--- config.mk ---
export PLATFORM = sky130hd
export DESIGN_NAME = uc_multiciclo
export DESIGN_NICKNAME = d
export VERILOG_FILES = /design/src/rtl/uc_multiciclo.sv
export SDC_FILE = /design/constraint.sdc
export NUM_CORES = 1
export LEC_CHECK = 0
export CORE_AREA = 2 2 39 41
export DETAILED_ROUTE_END_ITERATION = 16
export DIE_AREA = 0 0 41 43
export HOLD_SLACK_MARGIN = 0.06
export SLEW_MARGIN = 10
export SYNTH_ARGS = -nofsm -noshare
export SYNTH_HDL_FRONTEND = slang
export SYNTH_SLANG_ARGS = --single-unit
--- constraint.sdc ---
create_clock -name clk -period 1.7 [get_ports clk]
set_input_delay 0.51 -clock clk [delete_from_list [all_inputs] [get_ports clk]]
set_output_delay 0.51 -clock clk [all_outputs]
set_load 0.02 [all_outputs]
--- src/rtl/uc_multiciclo.sv ---
// uc_multiciclo: multicycle control unit (INIT / FETCH / EXEC / HALT).
// Each instruction takes a FETCH cycle followed by an EXEC cycle. Control
// outputs are idle outside EXEC and are decoded from Opcode/zero inside EXEC.
// Optional feature: define UC_PERF_CNT_EN to add the 16-bit 'retired'
// counter, which counts completed EXEC cycles.
module uc_multiciclo (
    input  logic       clk,
    input  logic       reset,
    input  logic [5:0] Opcode,
    input  logic       zero,
    input  logic       run,
    output logic       s_inc,
    output logic       s_inm,
    output logic       we,
    output logic       wez,
    output logic [2:0] ALUOp,
    output logic       pc_en,
    output logic       halted,
    output logic       illegal
`ifdef UC_PERF_CNT_EN
    ,
    output logic [15:0] retired
`endif
);

    typedef enum logic [1:0] {
        ST_INIT  = 2'b00,
        ST_FETCH = 2'b01,
        ST_EXEC  = 2'b10,
        ST_HALT  = 2'b11
    } state_t;

    localparam logic [5:0] OP_J    = 6'b010000;
    localparam logic [5:0] OP_JZ   = 6'b010001;
    localparam logic [5:0] OP_JNZ  = 6'b010010;
    localparam logic [5:0] OP_HALT = 6'b010011;

    state_t r_state;
    state_t w_next;
    logic   r_halted;
    logic   r_illegal;
    logic   w_is_halt;
    logic   w_is_illegal;

    // State register; reset drops the FSM back to INIT immediately.
    always_ff @(posedge clk or negedge reset) begin
        if (!reset) r_state <= ST_INIT;
        else        r_state <= w_next;
    end

    // Next-state logic: INIT waits one cycle for program memory, FETCH waits for run.
    always_comb begin
        w_next = r_state;
        case (r_state)
            ST_INIT:  w_next = ST_FETCH;
            ST_FETCH: w_next = run ? ST_EXEC : ST_FETCH;
            ST_EXEC:  w_next = w_is_halt ? ST_HALT : ST_FETCH;
            ST_HALT:  w_next = ST_HALT;
            default:  w_next = ST_INIT;
        endcase
    end

    // Output decode: idle values everywhere except EXEC, where Opcode and zero select the controls.
    always_comb begin
        s_inc        = 1'b1;
        s_inm        = 1'b0;
        we           = 1'b0;
        wez          = 1'b0;
        ALUOp        = 3'b000;
        pc_en        = 1'b0;
        w_is_halt    = 1'b0;
        w_is_illegal = 1'b0;
        if (r_state == ST_EXEC) begin
            pc_en = 1'b1;
            casez (Opcode)
                6'b1?????: begin
                    ALUOp = Opcode[4:2];
                    we    = 1'b1;
                    wez   = 1'b1;
                end
                6'b0000??: begin
                    s_inm = 1'b1;
                    we    = 1'b1;
                end
                OP_J:    s_inc = 1'b0;
                OP_JZ:   s_inc = ~zero;
                OP_JNZ:  s_inc = zero;
                OP_HALT: begin
                    pc_en     = 1'b0;
                    w_is_halt = 1'b1;
                end
                // Undefined opcodes behave as a NOP but are flagged.
                default: w_is_illegal = 1'b1;
            endcase
        end
    end

    // Registered halted flag, set by the EXEC edge of a HALT instruction.
    always_ff @(posedge clk or negedge reset) begin
        if (!reset)                               r_halted <= 1'b0;
        else if (r_state == ST_EXEC && w_is_halt) r_halted <= 1'b1;
    end

    // Sticky illegal flag, set by the EXEC edge of an undefined opcode.
    always_ff @(posedge clk or negedge reset) begin
        if (!reset)                                  r_illegal <= 1'b0;
        else if (r_state == ST_EXEC && w_is_illegal) r_illegal <= 1'b1;
    end

    assign halted  = r_halted;
    assign illegal = r_illegal;

`ifdef UC_PERF_CNT_EN
    logic [15:0] r_retired;

    // Retired-instruction counter: one count per completed EXEC, wraps naturally.
    always_ff @(posedge clk or negedge reset) begin
        if (!reset)                 r_retired <= 16'h0000;
        else if (r_state == ST_EXEC) r_retired <= r_retired + 16'h0001;
    end

    assign retired = r_retired;
`endif

endmodule

==> results of run 1 <==
cell families (layout without fill, tap and decap cells):
logic type      count (synthesis)  count (layout)  share of synthesized area, %
compound gates                  6               6                          19.1
buf+inv                         1              31                          1.47
flops                           4               4                          39.2
mux                             1               1                          3.92
simple gates                   12              12                          36.3
area by class of cell:
cell class	instances	share of cell area (%)
Tap cell	16	3.58
Sequential cell	4	17.9
Timing Repair Buffer	27	43.6
Clock buffer	3	4.03
Inverter	1	0.671
Multi-Input combinational cell	19	30.2
through the flow:
step	std cells	util [%]	hold slack, ns	setup TNS (ns)	instance area [um^2]
finish	70	40.4	0.474	-0.117	559
global route	70	40.4	0.469	-0.479	559
CTS	69	37.3	0.467	-0.122	517
detailed placement	66	37.8	0.471	-6.57	523
global placement	66	37.8	0.471	-6.53	523
floorplan	24	-	0.214	0	260
power by group through the flow:
stage	logic, mW	registers (mW)	clock network [mW]
after floorplan	0.0339	0.113	0
after global placement	0.109	0.108	0
after detailed placement	0.109	0.108	0
after CTS	0.100	0.107	0.125
after global routing	0.116	0.108	0.137
final	0.108	0.107	0.116
critical path, stage by stage:
cell and delay, ns:
buf_8 0.10, nor4b_4 0.33, a31oi_1 0.13, buf_2 0.17
timing repair:
action / CTS / global route
endpoints found under the hold margin: 0 / 0
buffers inserted: 0 / 1
pin swaps: 3 / 4
resized for setup: 66 / 11
setup endpoints to repair: 10 / 8
flip-flops by register name, indices dropped and copies added, names as in the netlist:
signal	flops
halted	1
illegal	1
r_state	2
metal layers:
metal	part of all wire [%]	wire length, um
met5	0	0
met4	1.1	8
met3	10	74
met2	47	339
met1	41	293
path summary, 6_finish.rpt:
check	end	slack, ns	start
setup / recovery	pc_en	-0.07	Opcode[3]
setup reg to reg	halted	0.64	r_state[1]
max in group asynchronous	r_state[0]	1.07	reset
hold / removal	r_state[1]	0.47	reset
min in group clk	halted	0.47	halted
hold reg to reg	halted	0.47	halted
layout by cell type (no fill, tap or decap):
cell type,Yosys,routed
a31oi_1,1,1
inv_1,1,1
mux2i_1,1,1
clkdlybuf4s50_1,0,2
nor4b_4,1,1
nand2b_1,1,1
nand3b_1,1,1
and3_1,2,2
nor3b_2,0,1
and2b_2,0,1
and3_4,0,1
nand3_1,1,1
dlygate4sd2_1,0,5
o31ai_1,1,1
and2_4,0,1
buf_6,0,6
dfrtp_1,4,4
a41o_1,2,2
buf_2,0,3
o21a_1,2,2
buf_8,0,2
nor2_1,1,1
clkbuf_4,0,3
buf_4,0,9
nor3_2,0,1
==> impl_metrics.yaml, run 1 <==
yosys:
  synthCells: 24
  synth_top_area_share_pct: 39.2
  synth-seq-area-share_pct: 39.2
  synth_edf_count: 0
  syn-num-nets: 34
  synth_common_cells: "dfrtp_1 (4), a41o_1 (2), and3_1 (2), o21a_1 (2)"
  synth_seq_cells: 4
  synth.distinct_cells: 18
  async_flop_share_pct: 100
  ys_warn_count: 0
  ys.flop_type: "dfrtp_1"
  synth_top_cells_by_area: "dfrtp_1 (39%), nor4b_4 (9.3%), a41o_1 (7.8%)"
  avgSynthCellArea_um2: 10.6
  synth_area_um2: 255
  synth_top_area_cell: "dfrtp_1"
  yosysMostFrequentCell: "dfrtp_1"
timing:
  finalSetupViolCount: 2
  period_share_pct: 104
  setup_ws_ns: -0.0656
  hold_viol: 0
  drv_slew: 0
  slew_headroom_pct: 81.2
  min_period_ns: 1.77
  rsz0062_at_grt: "true"
  clock_skew_ns: 0.00113
  fmaxAchievable_ghz: 0.566
  worst_pin_slew_ns: 0.281
drt:
  initialDrtViolationCount: 0
  wl_um: 716
  drc: 0
  vias_per_cell: 4.27
  wire_per_inst_um: 10.2
  drt_pass1_iterations: 1
  antenna_left: 0
  vias: 299
global_routing:
  grt_most_used_layer: "met2"
  grt_pass1_vias: 316
  use_met1_pct: 10.7
  track_usage_pct: 10.3
  grt_max_degree: 7
  grt_use_met2_pct: 14.7
  gr-total-overflow: 0
  grt_antenna_before_repair: 0
  met3_usage_pct: 3.66
  grt_pass1_wl_um: 1170
layout:
  fillCellCount: 142
  layout.area.seq_um2: 100
  drive_above_1_share_pct: 53.7
  multi_input_area_um2: 169
  fin_nets: 66
  insertedDiodeCount: 0
  area_growth_pct: 119
power:
  pwr-share-comb_pct: 32.6
  leakage_nw: 0.278
  power_frac_clock_pct: 35.1
  p_total_mw: 0.331
  sw_frac_of_total_pct: 26.3
  internal-power_mw: 0.244
  peakVddDrop_mv: 0.374
  p_sw_mw: 0.0871
  power.density_nw_per_um2: 592
  seqPwrFrac_pct: 32.3
clock_network:
  cts.clk_slew.worst_paths_ns: 0.04
  cts.sink_count: 4
  cts_max_level: 1
  cts_root_buf: "clkbuf_4"
  clockBufferDepth: 2
  hold_buffers: 0
  cts_tree: "yes"
  cts_buffers: 3
  clk_latency_ns: 0.23
setup_path:
  ff2ff_path_depth: 3
  critPathKind: "primary input to primary output"
  crit_path_start_kind: "primary input"
  crit_path_end_kind: "primary output"
  crit_path_max_fanout: 4
  required_ns: 1.19
  cp.arrival_ns: 1.26
placed_design:
  place.gp.congestion: 0.680
  dp_slack_ns: -0.918
  dp_hpwl_um: 558
  io_buffers: 19
floorplan:
  rows: 14
  fp.dieH_um: 43
  start_util_pct: 18.4
  core_um2: 1380
  die_x_um: 41
  io_pins: 20
  die_area_um2: 1760
status:
  violations: "negative setup slack"
  status: "complete, but fails checks"
flow_run:
  maxCapViolCount: 0
min_path:
  hold_class: "primary input to async pin"
(Power assumes the default switching activity.)
==> run 2, diff against run 1 <==
Settings changed: ABC_CLOCK_PERIOD_IN_PS from default to 1700, GPL_TIMING_DRIVEN from default to 0, SETUP_SLACK_MARGIN from default to 0.2.
==> run 2 against run 1 <==
  * The flow still finishes with violations (negative setup slack)
  * Power is 4.1% higher
  * Cell area grew 11%
  * Routed wire length grew 8.9%
  * Non-clock buffer count grew 1
  * Core utilization grew 4.3 points
  * Worst hold slack got worse by 0.0067 ns
  * Sequential cell count stayed put
  * Sequential share of layout area fell by 1.7 points
  * Via count increased by 4.7%
==> impl_metrics.yaml, run 2 (same netlist as run 1, synthesis figures left out) <==
layout:
  final_common_cell: "buf_4"
  regMostFlops: "r_state"
  largest_reg_flops: 2
  area_growth_pct: 143
  fin_nets: 67
  drive_above_1_share_pct: 63.6
  fin_util_pct: 44.8
  insertedDiodeCount: 0
  fillCellCount: 137
  most-common-layout-cells: "buf_4 (10), buf_6 (8), dlygate4sd2_1 (5)"
flow_run:
  maxCapViolCount: 0
timing:
  period_share_pct: 106
  fmaxAchievable_ghz: 0.557
  setup_ws_ns: -0.0956
  min_period_ns: 1.80
  worst_pin_slew_ns: 0.227
  hold_viol: 0
  finalSetupViolCount: 4
  slew_headroom_pct: 84.7
  clock_skew_ns: 0.00461
  rsz0062_at_grt: "true"
  drv_slew: 0
floorplan:
  io_pins: 20
  die_area_um2: 1760
  start_util_pct: 18.4
  rows: 14
  fp.dieH_um: 43
  core_um2: 1380
  die_x_um: 41
setup_path:
  critPathKind: "primary input to primary output"
  crit_start: "Opcode[2]"
  crit_path_end_kind: "primary output"
  crit_path_start_kind: "primary input"
  r2r-start: "r_state[1]"
  cp.arrival_ns: 1.29
  crit_path_max_fanout: 4
  required_ns: 1.19
drt:
  vias: 313
  drc: 0
  antenna_left: 0
  drt_pass1_iterations: 3
  wire_per_inst_um: 11.0
  wl_um: 780
  initialDrtViolationCount: 1
  vias_per_cell: 4.41
min_path:
  hold_path_startpoint: "halted"
  hold_class: "flip-flop to flip-flop"
clock_network:
  cts_buffers: 3
  cts.sink_count: 4
  hold_buffers: 0
  clockBufferDepth: 2
  cts_max_level: 1
  cts.clk_slew.worst_paths_ns: 0.04
  cts_tree: "yes"
  cts_root_buf: "clkbuf_4"
  clk_latency_ns: 0.24
placed_design:
  dp_slack_ns: -0.981
  io_buffers: 19
  place.gp.congestion: 0.637
  dp_hpwl_um: 536
global_routing:
  grt_antenna_before_repair: 0
  grt_pass1_vias: 306
  track_usage_pct: 10.7
  gr-total-overflow: 0
  grt_max_degree: 9
  grt_pass1_wl_um: 1210
power:
  peakVddDrop_mv: 0.311
  power.density_nw_per_um2: 557
  leakage_nw: 0.305
status:
  status: "complete, but fails checks"
  violations: "negative setup slack"
## run 2: cell types whose count changed in the layout (fill, tap and decap cells not counted), sizes merged
cell,delta
buf,+1
## run 2: report_power, final
part / switching, mW / internal (mW) / total, mW
Clock: 0.0375 / 0.0788 / 0.116
Combinational: 0.0541 / 0.0670 / 0.121
Sequential: 0.00384 / 0.103 / 0.107
Total: 0.0954 / 0.249 / 0.345
## run 2: path summary, 6_finish.rpt
path	endpoint	slack [ns]	cells after the start
worst max-delay path	pc_en	-0.1	5
worst min-delay path	halted	0.47	1
worst max register to register	halted	0.61	3
worst min register to register	halted	0.47	1
max in group asynchronous	r_state[0]	1.05	1
min in group asynchronous	r_state[1]	0.48	1
## run 2: metal layers
| layer | wire, um | part of all wire, % | vias to the layer above | GRT usage (%) |
|---|---|---|---|---|
| li1 | - | - | 156 | - |
| met1 | 301 | 39 | 136 | 13.0 |
| met2 | 375 | 48 | 19 | 14.7 |
| met3 | 86 | 11 | 2 | 2.09 |
| met4 | 17 | 2.2 | 0 | 10.0 |
| met5 | 0 | 0 | - | 0 |
## run 2: repair_timing
action,CTS,global route
hold endpoints to repair,0,0
buffers inserted,8,1
gates resized for setup,82,3
pin swaps,5,2
setup endpoints to repair,12,8
## run 2: area by class of cell
type                    count  area, um^2  area share [%]
well taps                  16        20.0            3.23
repair buffers             28         264            42.6
flip-flops and latches      4         100            16.2
multi-input cells          19         209            33.7
clock buffers               3        22.5            3.64
inverters                   1        3.75           0.606
## run 2: worst max-delay path, cell delays in order
cell,delay (ns)
buf_8,0.10
nor4b_4,0.28
buf_4,0.17
a31oi_4,0.07
buf_6,0.14
## run 2: metrics by stage
step	power [mW]	instance area, um^2	hold WS (ns)	TNS [ns]	cells
6_report	0.345	619	0.467	-0.177	71
4_1_cts	0.349	601	0.474	-0.197	70
5_1_grt	0.370	619	0.485	-0.443	71
2_1_floorplan	0.150	278	0.214	0	24
3_5_place_dp	0.203	488	0.467	-7.07	59
3_3_place_gp	0.203	488	0.458	-7.06	59
